[config.mk]
export PLATFORM = sky130hd
export DESIGN_NAME = fb_write_queue_flat
export DESIGN_NICKNAME = d
export VERILOG_FILES = /design/src/rtl/fb_pkg.sv /design/src/rtl/fb_write_queue_if.sv /design/src/rtl/fb_wq_fifo.sv /design/src/rtl/fb_write_queue.sv /design/src/flat_wrapper.sv
export SDC_FILE = /design/constraint.sdc
export NUM_CORES = 1
export LEC_CHECK = 0
export ABC_CLOCK_PERIOD_IN_PS = 22500
export CAP_MARGIN = 20
export CORE_AREA = 2 2 274 276
export CTS_BUF_LIST = sky130_fd_sc_hd__clkbuf_4
export DETAILED_ROUTE_END_ITERATION = 6
export DIE_AREA = 0 0 276 278
export PLACE_DENSITY = 0.73
export SLEW_MARGIN = 20
export SYNTH_ARGS = -nofsm -noshare
export SYNTH_HDL_FRONTEND = slang
export SYNTH_SLANG_ARGS = --single-unit
[constraint.sdc]
create_clock -name clk -period 22.5 [get_ports clk]
set_clock_uncertainty 0.05 [all_clocks]
set_input_delay 6.75 -clock clk [delete_from_list [all_inputs] [get_ports clk]]
set_output_delay 6.75 -clock clk [all_outputs]
set_load 0.02 [all_outputs]
[src/rtl/fb_pkg.sv]
// Shared types and default widths for the framebuffer write queue.
package fb_pkg;

    localparam int FB_ADDR_WIDTH   = 32;
    localparam int FB_COLOR_WIDTH  = 32;
    localparam int FB_DEPTH        = 16;
    localparam int FB_STALL_MARGIN = 4;
    localparam int FB_PERF_WIDTH   = 32;

    // One queued pixel write.
    typedef struct packed {
        logic [FB_ADDR_WIDTH-1:0]  addr;
        logic [FB_COLOR_WIDTH-1:0] data;
    } fb_wr_entry_t;

    // End-of-frame tracking states.
    typedef enum logic [1:0] {
        FB_WQ_RUN   = 2'd0,
        FB_WQ_DRAIN = 2'd1,
        FB_WQ_DONE  = 2'd2
    } fb_wq_state_e;

    // Increment that sticks at all-ones instead of wrapping.
    function automatic logic [FB_PERF_WIDTH-1:0] fb_sat_inc(input logic [FB_PERF_WIDTH-1:0] value);
        if (value == {FB_PERF_WIDTH{1'b1}}) begin
            return value;
        end else begin
            return value + 32'd1;
        end
    endfunction

endpackage

[src/rtl/fb_write_queue_if.sv]
// Pixel write side and interconnect master side of the framebuffer write queue.
interface fb_write_queue_if
    import fb_pkg::*;
#(
    parameter int ADDR_WIDTH  = FB_ADDR_WIDTH,
    parameter int COLOR_WIDTH = FB_COLOR_WIDTH
);
    logic                   i_wr_req;
    logic [ADDR_WIDTH-1:0]  i_wr_addr;
    logic [COLOR_WIDTH-1:0] i_wr_data;
    logic                   o_stall;
    logic                   o_mem_req;
    logic [ADDR_WIDTH-1:0]  o_mem_addr;
    logic [COLOR_WIDTH-1:0] o_mem_wdata;
    logic                   i_mem_gnt;

    // Environment side: framebuffer stage plus interconnect.
    modport master (
        output i_wr_req, i_wr_addr, i_wr_data, i_mem_gnt,
        input  o_stall, o_mem_req, o_mem_addr, o_mem_wdata
    );

    // Queue side.
    modport slave (
        input  i_wr_req, i_wr_addr, i_wr_data, i_mem_gnt,
        output o_stall, o_mem_req, o_mem_addr, o_mem_wdata
    );
endinterface

[src/rtl/fb_wq_fifo.sv]
// Circular storage for the write queue: pointers, occupancy and head mux.
// The head is forced to zero while the queue is empty so the bus never
// shows stale or uninitialised storage.
module fb_wq_fifo
    import fb_pkg::*;
#(
    parameter int  ADDR_WIDTH  = FB_ADDR_WIDTH,
    parameter int  COLOR_WIDTH = FB_COLOR_WIDTH,
    parameter int  DEPTH       = FB_DEPTH,
    localparam int PTR_W       = $clog2(DEPTH),
    localparam int LVL_W       = PTR_W + 1
) (
    input  logic                   clk,
    input  logic                   rst_n,
    input  logic                   push_req,
    input  logic [ADDR_WIDTH-1:0]  push_addr,
    input  logic [COLOR_WIDTH-1:0] push_data,
    input  logic                   pop_req,
    output logic                   push_ok,
    output logic                   pop_ok,
    output logic                   full,
    output logic [ADDR_WIDTH-1:0]  head_addr,
    output logic [COLOR_WIDTH-1:0] head_data,
    output logic [LVL_W-1:0]       level,
    output logic [LVL_W-1:0]       level_nxt
);
    localparam int               ENTRY_W  = ADDR_WIDTH + COLOR_WIDTH;
    localparam logic [LVL_W-1:0] FULL_LVL = LVL_W'(DEPTH);
    localparam logic [LVL_W-1:0] LVL_ZERO = {LVL_W{1'b0}};

    logic [ENTRY_W-1:0] mem_r [DEPTH];
    logic [PTR_W-1:0]   wr_ptr_r;
    logic [PTR_W-1:0]   rd_ptr_r;
    logic [LVL_W-1:0]   level_r;
    logic [LVL_W-1:0]   level_nxt_s;
    logic [ENTRY_W-1:0] head_s;

    // A push into a full queue is refused even if the head pops this cycle.
    assign full    = (level_r == FULL_LVL);
    assign push_ok = push_req & ~full;
    assign pop_ok  = pop_req & (level_r != LVL_ZERO);

    // Occupancy after this cycle's push/pop.
    always_comb begin
        level_nxt_s = level_r;
        case ({push_ok, pop_ok})
            2'b10:   level_nxt_s = level_r + LVL_W'(1);
            2'b01:   level_nxt_s = level_r - LVL_W'(1);
            default: level_nxt_s = level_r;
        endcase
    end

    // Pointer and occupancy registers; pointers wrap modulo DEPTH.
    always_ff @(posedge clk) begin
        if (!rst_n) begin
            wr_ptr_r <= {PTR_W{1'b0}};
            rd_ptr_r <= {PTR_W{1'b0}};
            level_r  <= LVL_ZERO;
        end else begin
            if (push_ok) begin
                wr_ptr_r <= wr_ptr_r + PTR_W'(1);
            end
            if (pop_ok) begin
                rd_ptr_r <= rd_ptr_r + PTR_W'(1);
            end
            level_r <= level_nxt_s;
        end
    end

    // Entry storage written on accepted pushes.
    always_ff @(posedge clk) begin
        if (push_ok) begin
            mem_r[wr_ptr_r] <= {push_addr, push_data};
        end
    end

    // Head entry mux, zero while empty.
    always_comb begin
        head_s = {ENTRY_W{1'b0}};
        if (level_r != LVL_ZERO) begin
            head_s = mem_r[rd_ptr_r];
        end else begin
            head_s = {ENTRY_W{1'b0}};
        end
    end

    assign head_addr = head_s[ENTRY_W-1 -: ADDR_WIDTH];
    assign head_data = head_s[COLOR_WIDTH-1:0];
    assign level     = level_r;
    assign level_nxt = level_nxt_s;

endmodule

[src/rtl/fb_write_queue.sv]
// Framebuffer write queue: buffers fire-and-forget pixel writes and issues
// them over a req/gnt port, with stall, sticky overflow and end-of-frame
// drain signalling.
// Optional macro FB_WQ_PERF_EN adds saturating push/drop/grant-wait counters.
module fb_write_queue
    import fb_pkg::*;
#(
    parameter int  ADDR_WIDTH   = FB_ADDR_WIDTH,
    parameter int  COLOR_WIDTH  = FB_COLOR_WIDTH,
    parameter int  DEPTH        = FB_DEPTH,
    parameter int  STALL_MARGIN = FB_STALL_MARGIN,
    localparam int LVL_W        = $clog2(DEPTH) + 1
) (
    input  logic              clk,
    input  logic              rst_n,
    fb_write_queue_if.slave   bus,
    input  logic              i_frame_end,
    output logic              o_frame_done,
    output logic [LVL_W-1:0]  o_level,
    output logic              o_overflow,
    input  logic              i_clr_overflow
`ifdef FB_WQ_PERF_EN
    ,
    output logic [31:0]       o_push_cnt,
    output logic [31:0]       o_drop_cnt,
    output logic [31:0]       o_gnt_wait_cnt
`endif
);
    localparam logic [LVL_W-1:0] STALL_LVL = LVL_W'(DEPTH - STALL_MARGIN);
    localparam logic [LVL_W-1:0] LVL_ZERO  = {LVL_W{1'b0}};

    logic              push_ok_s;
    logic              pop_ok_s;
    logic              full_s;
    logic              drop_s;
    logic [LVL_W-1:0]  level_s;
    logic [LVL_W-1:0]  level_nxt_s;
    logic              stall_r;
    logic              overflow_r;
    logic              frame_done_r;
    fb_wq_state_e      state_r;
    fb_wq_state_e      state_nxt_s;
    logic [LVL_W-1:0]  drain_cnt_r;
    logic [LVL_W-1:0]  drain_cnt_nxt_s;
    logic [LVL_W-1:0]  remaining_s;

    fb_wq_fifo #(
        .ADDR_WIDTH  (ADDR_WIDTH),
        .COLOR_WIDTH (COLOR_WIDTH),
        .DEPTH       (DEPTH)
    ) u_fifo (
        .clk       (clk),
        .rst_n     (rst_n),
        .push_req  (bus.i_wr_req),
        .push_addr (bus.i_wr_addr),
        .push_data (bus.i_wr_data),
        .pop_req   (bus.i_mem_gnt),
        .push_ok   (push_ok_s),
        .pop_ok    (pop_ok_s),
        .full      (full_s),
        .head_addr (bus.o_mem_addr),
        .head_data (bus.o_mem_wdata),
        .level     (level_s),
        .level_nxt (level_nxt_s)
    );

    assign drop_s        = bus.i_wr_req & full_s;
    assign bus.o_mem_req = (level_s != LVL_ZERO);
    assign bus.o_stall   = stall_r;
    assign o_level       = level_s;
    assign o_overflow    = overflow_r;
    assign o_frame_done  = frame_done_r;

    // Stall follows the occupancy the queue will have next cycle.
    always_ff @(posedge clk) begin
        if (!rst_n) begin
            stall_r <= 1'b0;
        end else begin
            stall_r <= (level_nxt_s >= STALL_LVL);
        end
    end

    // Sticky overflow; a drop in the same cycle as a clear wins.
    always_ff @(posedge clk) begin
        if (!rst_n) begin
            overflow_r <= 1'b0;
        end else if (drop_s) begin
            overflow_r <= 1'b1;
        end else if (i_clr_overflow) begin
            overflow_r <= 1'b0;
        end else begin
            overflow_r <= overflow_r;
        end
    end

    // Frame tracking: count down the entries queued up to the frame end;
    // writes pushed afterwards belong to the next frame and are not waited on.
    always_comb begin
        state_nxt_s     = state_r;
        drain_cnt_nxt_s = drain_cnt_r;
        if (drain_cnt_r == LVL_ZERO) begin
            remaining_s = LVL_ZERO;
        end else begin
            remaining_s = drain_cnt_r - {{(LVL_W-1){1'b0}}, pop_ok_s};
        end
        case (state_r)
            FB_WQ_RUN: begin
                if (i_frame_end) begin
                    drain_cnt_nxt_s = level_nxt_s;
                    state_nxt_s     = FB_WQ_DRAIN;
                end else begin
                    state_nxt_s = FB_WQ_RUN;
                end
            end
            FB_WQ_DRAIN: begin
                drain_cnt_nxt_s = remaining_s;
                if (remaining_s == LVL_ZERO) begin
                    state_nxt_s = FB_WQ_DONE;
                end else begin
                    state_nxt_s = FB_WQ_DRAIN;
                end
            end
            FB_WQ_DONE: begin
                state_nxt_s = FB_WQ_RUN;
            end
            default: begin
                state_nxt_s     = FB_WQ_RUN;
                drain_cnt_nxt_s = LVL_ZERO;
            end
        endcase
    end

    // Frame tracking state, drain counter and done pulse registers.
    always_ff @(posedge clk) begin
        if (!rst_n) begin
            state_r      <= FB_WQ_RUN;
            drain_cnt_r  <= LVL_ZERO;
            frame_done_r <= 1'b0;
        end else begin
            state_r      <= state_nxt_s;
            drain_cnt_r  <= drain_cnt_nxt_s;
            frame_done_r <= (state_nxt_s == FB_WQ_DONE);
        end
    end

`ifdef FB_WQ_PERF_EN
    logic [31:0] push_cnt_r;
    logic [31:0] drop_cnt_r;
    logic [31:0] gnt_wait_cnt_r;

    // Per-frame performance counters, restarted when the frame completes.
    always_ff @(posedge clk) begin
        if (!rst_n || frame_done_r) begin
            push_cnt_r     <= 32'd0;
            drop_cnt_r     <= 32'd0;
            gnt_wait_cnt_r <= 32'd0;
        end else begin
            if (push_ok_s) begin
                push_cnt_r <= fb_sat_inc(push_cnt_r);
            end
            if (drop_s) begin
                drop_cnt_r <= fb_sat_inc(drop_cnt_r);
            end
            if (bus.o_mem_req && !bus.i_mem_gnt) begin
                gnt_wait_cnt_r <= fb_sat_inc(gnt_wait_cnt_r);
            end
        end
    end

    assign o_push_cnt     = push_cnt_r;
    assign o_drop_cnt     = drop_cnt_r;
    assign o_gnt_wait_cnt = gnt_wait_cnt_r;
`endif

endmodule

[src/flat_wrapper.sv]
// flat-port wrapper written by rule: the top's interface ports become plain ports
module fb_write_queue_flat import fb_pkg::*;
#(
    parameter int  ADDR_WIDTH   = FB_ADDR_WIDTH,
    parameter int  COLOR_WIDTH  = FB_COLOR_WIDTH,
    parameter int  DEPTH        = FB_DEPTH,
    parameter int  STALL_MARGIN = FB_STALL_MARGIN,
    localparam int LVL_W        = $clog2(DEPTH) + 1
)
  (clk, rst_n, i_frame_end, o_frame_done, o_level, o_overflow, i_clr_overflow, bus_i_wr_req, bus_i_wr_addr, bus_i_wr_data, bus_i_mem_gnt, bus_o_stall, bus_o_mem_req, bus_o_mem_addr, bus_o_mem_wdata);
  fb_write_queue_if #(.ADDR_WIDTH(ADDR_WIDTH), .COLOR_WIDTH(COLOR_WIDTH)) bus_i ();
  input  logic clk;
  input  logic rst_n;
  input  logic i_frame_end;
  output logic o_frame_done;
  output logic [LVL_W-1:0] o_level;
  output logic o_overflow;
  input  logic i_clr_overflow;
  input wire logic [$bits(bus_i.i_wr_req)-1:0] bus_i_wr_req;
  input wire logic [$bits(bus_i.i_wr_addr)-1:0] bus_i_wr_addr;
  input wire logic [$bits(bus_i.i_wr_data)-1:0] bus_i_wr_data;
  input wire logic [$bits(bus_i.i_mem_gnt)-1:0] bus_i_mem_gnt;
  output wire logic [$bits(bus_i.o_stall)-1:0] bus_o_stall;
  output wire logic [$bits(bus_i.o_mem_req)-1:0] bus_o_mem_req;
  output wire logic [$bits(bus_i.o_mem_addr)-1:0] bus_o_mem_addr;
  output wire logic [$bits(bus_i.o_mem_wdata)-1:0] bus_o_mem_wdata;
  assign bus_i.i_wr_req = bus_i_wr_req;
  assign bus_i.i_wr_addr = bus_i_wr_addr;
  assign bus_i.i_wr_data = bus_i_wr_data;
  assign bus_i.i_mem_gnt = bus_i_mem_gnt;
  assign bus_o_stall = bus_i.o_stall;
  assign bus_o_mem_req = bus_i.o_mem_req;
  assign bus_o_mem_addr = bus_i.o_mem_addr;
  assign bus_o_mem_wdata = bus_i.o_mem_wdata;
  fb_write_queue #(.ADDR_WIDTH(ADDR_WIDTH), .COLOR_WIDTH(COLOR_WIDTH), .DEPTH(DEPTH), .STALL_MARGIN(STALL_MARGIN)) u_core (.clk(clk), .rst_n(rst_n), .bus(bus_i), .i_frame_end(i_frame_end), .o_frame_done(o_frame_done), .o_level(o_level), .o_overflow(o_overflow), .i_clr_overflow(i_clr_overflow));
endmodule
# Word level (Yosys, flattened, before mapping)

Memories as Yosys holds them, arrays and structs flattened. A register that Yosys moved wholly into a read port is not among the register bits.
Cells that the tools add are included.

Register bits: 23
Bits in latches: 0
Bits in writable memories: 1,024
Memory bits (read-only): 0
Input bits: 70
Output and inout port bits: 73
Word-level logic and storage cells: 47
Memories: 1

Add/subtract/negate cells: 5
Multipliers: 0
Divide/modulo/power cells: 0
Order comparisons: 1
Eq/ne operators: 7
Shifts and indexed selects: 0
Muxes and demuxes: 14
Bitwise operators: 5
Reduce and logical (&&, ||, !) cells: 6

Memory list:

| name                | words | width | rd ports | clocked after Yosys merged registers in | wr ports | RTL line         | text |
|---|---|---|---|---|---|---|---|
| u_core.u_fifo.mem_r | 16    | 64    | 1        | 1                                       | 1        | fb_wq_fifo.sv:31 | `logic [ENTRY_W-1:0] mem_r [DEPTH];` |

Operator list:

| operator            | number |
|---|---|
| $mux 64             | 1 |
| $pmux 5 s3          | 1 |
| $logic_not 5->1     | 2 |
| $mux 5              | 2 |
| $pmux 5 s2          | 1 |
| $add 4x1->4 const B | 2 |
| $mux 4              | 2 |
| $eq 2x2->1 const B  | 3 |
| $add 5x1->5 const B | 1 |
| $eq 5x5->1 const B  | 1 |
| $ge 5x4->1 const B  | 1 |
| $mux 1              | 5 |
| $reduce_bool 5->1   | 1 |
| $sub 5x1->5         | 1 |
| $sub 5x1->5 const B | 1 |
| $eq 2x1->1 const B  | 2 |
| $pmux 2 s2          | 1 |
| $and 1x1->1         | 3 |
| $logic_not 2->1     | 1 |
| $mux 2              | 1 |
| $ne 2x2->1 const B  | 1 |
| $not 1->1           | 2 |
| $reduce_and 2->1    | 1 |
| $reduce_bool 2->1   | 1 |

# Depth between registers and ports, before layout

Depth after elaboration: 8
Mapped depth: 12

# Cells and area by module

Synthesis repeated with hierarchy kept, for this count alone.

Cells, all modules: 1,737
Area total of the unflattened synthesis: 40,430.0 um^2

By module, submodules not included:

| module         | times used | cells each | area an instance (um^2) |
|---|---|---|---|
| fb_wq_fifo     | 1          | 1,677      | 39,872.0 |
| fb_write_queue | 1          | 60         | 558.0 |

# Least setup slack after synthesis

No wires, ideal clock.

Path type: in2reg
Start: input port bus_i_wr_req
End: memory u_core.u_fifo.mem_r[3][0] (netlist bit), enable pin
Setup time: 0.564 ns
Arrival time: 11.785 ns
Data required time: 21.886 ns
Slack: 10.101 ns
Stages: 3
Path buffers: 0
Cell sequence: a21boi_1 > nand2_1 > nor3_1

Cells in the longest elaborated chain, start to end: 3

RTL lines:

| what                         | RTL line           | text |
|---|---|---|
| from (decl)                  | flat_wrapper.sv:19 | `input wire logic [$bits(bus_i.i_wr_req)-1:0] bus_i_wr_req;` |
| $and 1x1->1                  | fb_wq_fifo.sv:40   | `assign push_ok = push_req & ~full;` |
| $mux 1                       | fb_wq_fifo.sv:72   | `if (push_ok) begin` |
| $mux 1 (implied by the code) | fb_wq_fifo.sv:73   | `mem_r[wr_ptr_r] <= {push_addr, push_data};` |
| to (decl)                    | fb_wq_fifo.sv:31   |  |

Every way passes these cells.

==> metrics.md <==
| Metric | Value |
|---|---|
| Port Buf Inserts | `142` |
| Total of cells resized after clock tree synthesis | `0` |
| Failing checks | `DRC` |
| Total length of routed wires | `86.6 mm` |
| Number of global-route vias before repair | `20610` |
| Average footprint of a synthesized cell | `24.0 µm²` |
| Result of the run | `finished, violations left` |
| Register bit count reported by yosys | `1051` |
| Initial cell density of the core | `54.7%` |
| Worst vdd ir | `0.0900 mV` |
| Chip width | `276 µm` |
| CTS H-Tree Depth | `5` |
| Ys flop type | `sky130_fd_sc_hd__edfxtp_1` |
| Final setup violation count | `0` |
| Yosys cell types | `48` |
| Number of warnings issued by yosys | `0` |
| Max-capacitance violation count | `0` |
| Routed via count | `19150` |
| DR WL/cell | `27.3 µm` |
| Path type of the worst min-delay path | `reg -> reg` |
| Vias/cell | `6.04` |
| PwrDens | `105 nW/µm²` |
| Share of cells above drive strength 1 | `35.4%` |
| Core Util, Final | `62.5%` |
| Relative slew slack | `25.1%` |
| Clock tree from TritonCTS | `built` |
| Setup repair after global routing missed its margin | `false` |
| Floorplan Core Area | `73800 µm²` |
| Total Die Area | `76700 µm²` |
| Setup total negative slack | `0 ns` |
| Number of buffers inserted by post-CTS setup repair | `0` |
| Highest-count cells in the layout ignoring fill and taps | `1024 x sky130_fd_sc_hd__edfxtp_1, 381 x sky130_fd_sc_hd__clkbuf_4, 320 x sky130_fd_sc_hd__mux4_2` |
| Data arrival time at the worst-slack endpoint | `5.46 ns` |
| Fin. Hold Viols | `0` |
| Highest Clock Rate | `81.6 MHz` |
| Ys async rst share | `0%` |
| Largest net degree at the start of global routing | `125` |
| Sequential cell area fraction in the yosys report | `77.5%` |
| Initial DRC Count | `2051` |
| Final period demand of the worst path | `12.26 ns` |
| Sinks on the clock net | `1051` |
| Leakage power figure | `14.3 nW` |
| Root buf cell | `sky130_fd_sc_hd__clkbuf_4` |
| DP HPWL | `41.9 mm` |
| Area Overhead vs Synth | `14.3%` |
| Cell area after synthesis | `40400 µm²` |
| Number of CTS-inserted buffers | `281` |
| Antenna violations before repair | `10` |
| Die H | `278 µm` |
| Post-detailed-route DRC marker count | `6` |
| Critical Path RT | `15.70 ns` |
| Crit path launch type | `register` |
| Final Total Pwr | `4.84 mW` |
| Number of buffers on the longest clock path | `4` |
| CTS Hold Bufs | `0` |
| Wire length of the first global-routing pass | `129 mm` |
| Number of instances in the synthesized netlist | `1681` |
| Critical Setup Path Class | `reg -> out` |
| Worst Max-Slew Pin Slew | `1.12 ns` |
| Worst Path Max Fanout | `63` |
| Last weighted congestion value of the routability-driven placer | `0.737` |
| Initial DRT Pass Iterations | `7` |
| Most common cell after layout, fill and taps aside | `sky130_fd_sc_hd__edfxtp_1` |
| Clock transition at the registers of the reported paths | `0.07 ns` |
| Synth top area share | `76.1%` |
| DRT antenna net count | `0` |
| Overall fraction of global-route tracks in use | `23.2%` |
| Crit. End Element | `primary output` |
| Total overflow reported by the global router | `0` |
| I/O pin count | `143` |
| Number of synthesized flops with an enable pin | `1024` |
| Largest cells by area after synthesis | `sky130_fd_sc_hd__edfxtp_1 76%, sky130_fd_sc_hd__mux4_2 18%, sky130_fd_sc_hd__dfxtp_1 1.3%` |
| Final-layout fill cell count | `4979` |
| Library cell occupying the most area in the post-synthesis netlist | `sky130_fd_sc_hd__edfxtp_1` |
| Max-slew violations | `0` |
| Row count | `100` |
| Final-stage net count | `2129` |
| Post-Syn Nets | `1759` |
| Final Cycle Share | `54.5%` |
| Clock latency at the later pin of the worst-skew pair | `1.08 ns` |
-- cells in the mapped netlist, types with 5 or more instances --
cell type,count
sky130_fd_sc_hd__and2_1,11
sky130_fd_sc_hd__nor2b_1,71
sky130_fd_sc_hd__xnor2_1,10
sky130_fd_sc_hd__nand2b_1,5
sky130_fd_sc_hd__nor3_1,6
sky130_fd_sc_hd__buf_6,7
sky130_fd_sc_hd__buf_4,20
sky130_fd_sc_hd__a21oi_1,9
sky130_fd_sc_hd__mux4_2,320
sky130_fd_sc_hd__nor2_1,27
sky130_fd_sc_hd__buf_1,9
sky130_fd_sc_hd__clkbuf_1,48
sky130_fd_sc_hd__dfxtp_1,27
sky130_fd_sc_hd__nand2_1,13
sky130_fd_sc_hd__ha_1,8
sky130_fd_sc_hd__mux2i_1,6
sky130_fd_sc_hd__edfxtp_1,1024
sky130_fd_sc_hd__inv_1,10
-- where the power goes --
group	leakage, nW	switching [mW]	total, mW	internal [mW]
combinational	2.94	0.554	1.06	0.507
clock	1.90	0.711	1.52	0.807
sequential	9.47	0.0471	2.26	2.21
total	14.3	1.31	4.84	3.53
-- path summary, 6_finish.rpt --
check	to	depth (start not counted)	slack (ns)	startpoint
worst max-delay path	bus_o_mem_wdata[18]	7	10.24	register
worst min-delay path	u_core.u_fifo.rd_ptr_r[1]	2	0.47	u_core.u_fifo.rd_ptr_r[1]
worst max register to register	u_core.u_fifo.mem_r[15][47]	5	18.43	u_core.u_fifo.level[2]
worst min register to register	u_core.u_fifo.rd_ptr_r[1]	2	0.47	u_core.u_fifo.rd_ptr_r[1]
-- worst max-delay path: stages, from the launching register on --
cell,delay (ns)
sky130_fd_sc_hd__dfxtp_4,0.94
sky130_fd_sc_hd__buf_4,0.85
sky130_fd_sc_hd__buf_4,0.55
sky130_fd_sc_hd__buf_16,0.32
sky130_fd_sc_hd__mux4_2,0.36
sky130_fd_sc_hd__mux4_2,0.52
sky130_fd_sc_hd__nor2b_1,0.17
sky130_fd_sc_hd__clkdlybuf4s50_1,0.57
-- metal layers --
metal  GRT usage [%]  vias up  part of all wire (%)
li1                -     8065                     -
met1            30.8    10077                    39
met2            37.8      865                    51
met3            6.18      131                   7.7
met4            7.96       12                   1.8
met5               0        -                 0.083
-- state kept, by name (all words and copies together), names as in the netlist, named ones only --
name and flops:
u_core.bus.o_stall 1, u_core.drain_cnt_r 5, u_core.o_frame_done 1, u_core.o_overflow 1, u_core.state_r 2, u_core.u_fifo.level 5, u_core.u_fifo.mem_r 1024, u_core.u_fifo.rd_ptr_r 4
u_core.u_fifo.wr_ptr_r 4
-- layout make-up --
type	count	area, µm²	share of cell area [%]
inverter	10	37.5	0.0813
antenna	4	10.0	0.0217
multi-input combinational	532	8710	18.9
clock inverter	49	272	0.588
sequential	1051	31300	67.8
timing repair buffer	175	1750	3.80
clock buffer	381	2860	6.20
tap	969	1210	2.63
-- cells by family (layout without fill, tap and decap cells) --
kind of cell / count (synthesis) / in the layout / share of synthesized area (%)
compound gates: 37 / 37 / 0.669
xor+xnor: 13 / 13 / 0.282
fa+ha+maj: 8 / 8 / 0.248
buf+inv: 98 / 615 / 1.24
flops: 1051 / 1051 / 77.5
mux: 326 / 326 / 18.0
other cells: 0 / 4 / 0
simple gates: 148 / 148 / 2.09
-- stage by stage --
stage / worst slack, ns / instance area (µm²) / hold WS [ns] / std cells
CTS: 9.78 / 46100 / 0.472 / 3164
floorplan: 10.10 / 40400 / 0.427 / 1681
global placement: 11.09 / 42900 / 0.447 / 2734
detailed placement: 11.01 / 42900 / 0.461 / 2734
finish: 10.24 / 46200 / 0.467 / 3171
global route: 9.77 / 46200 / 0.511 / 3171
Note: power is estimated with default switching activity, not from simulation.
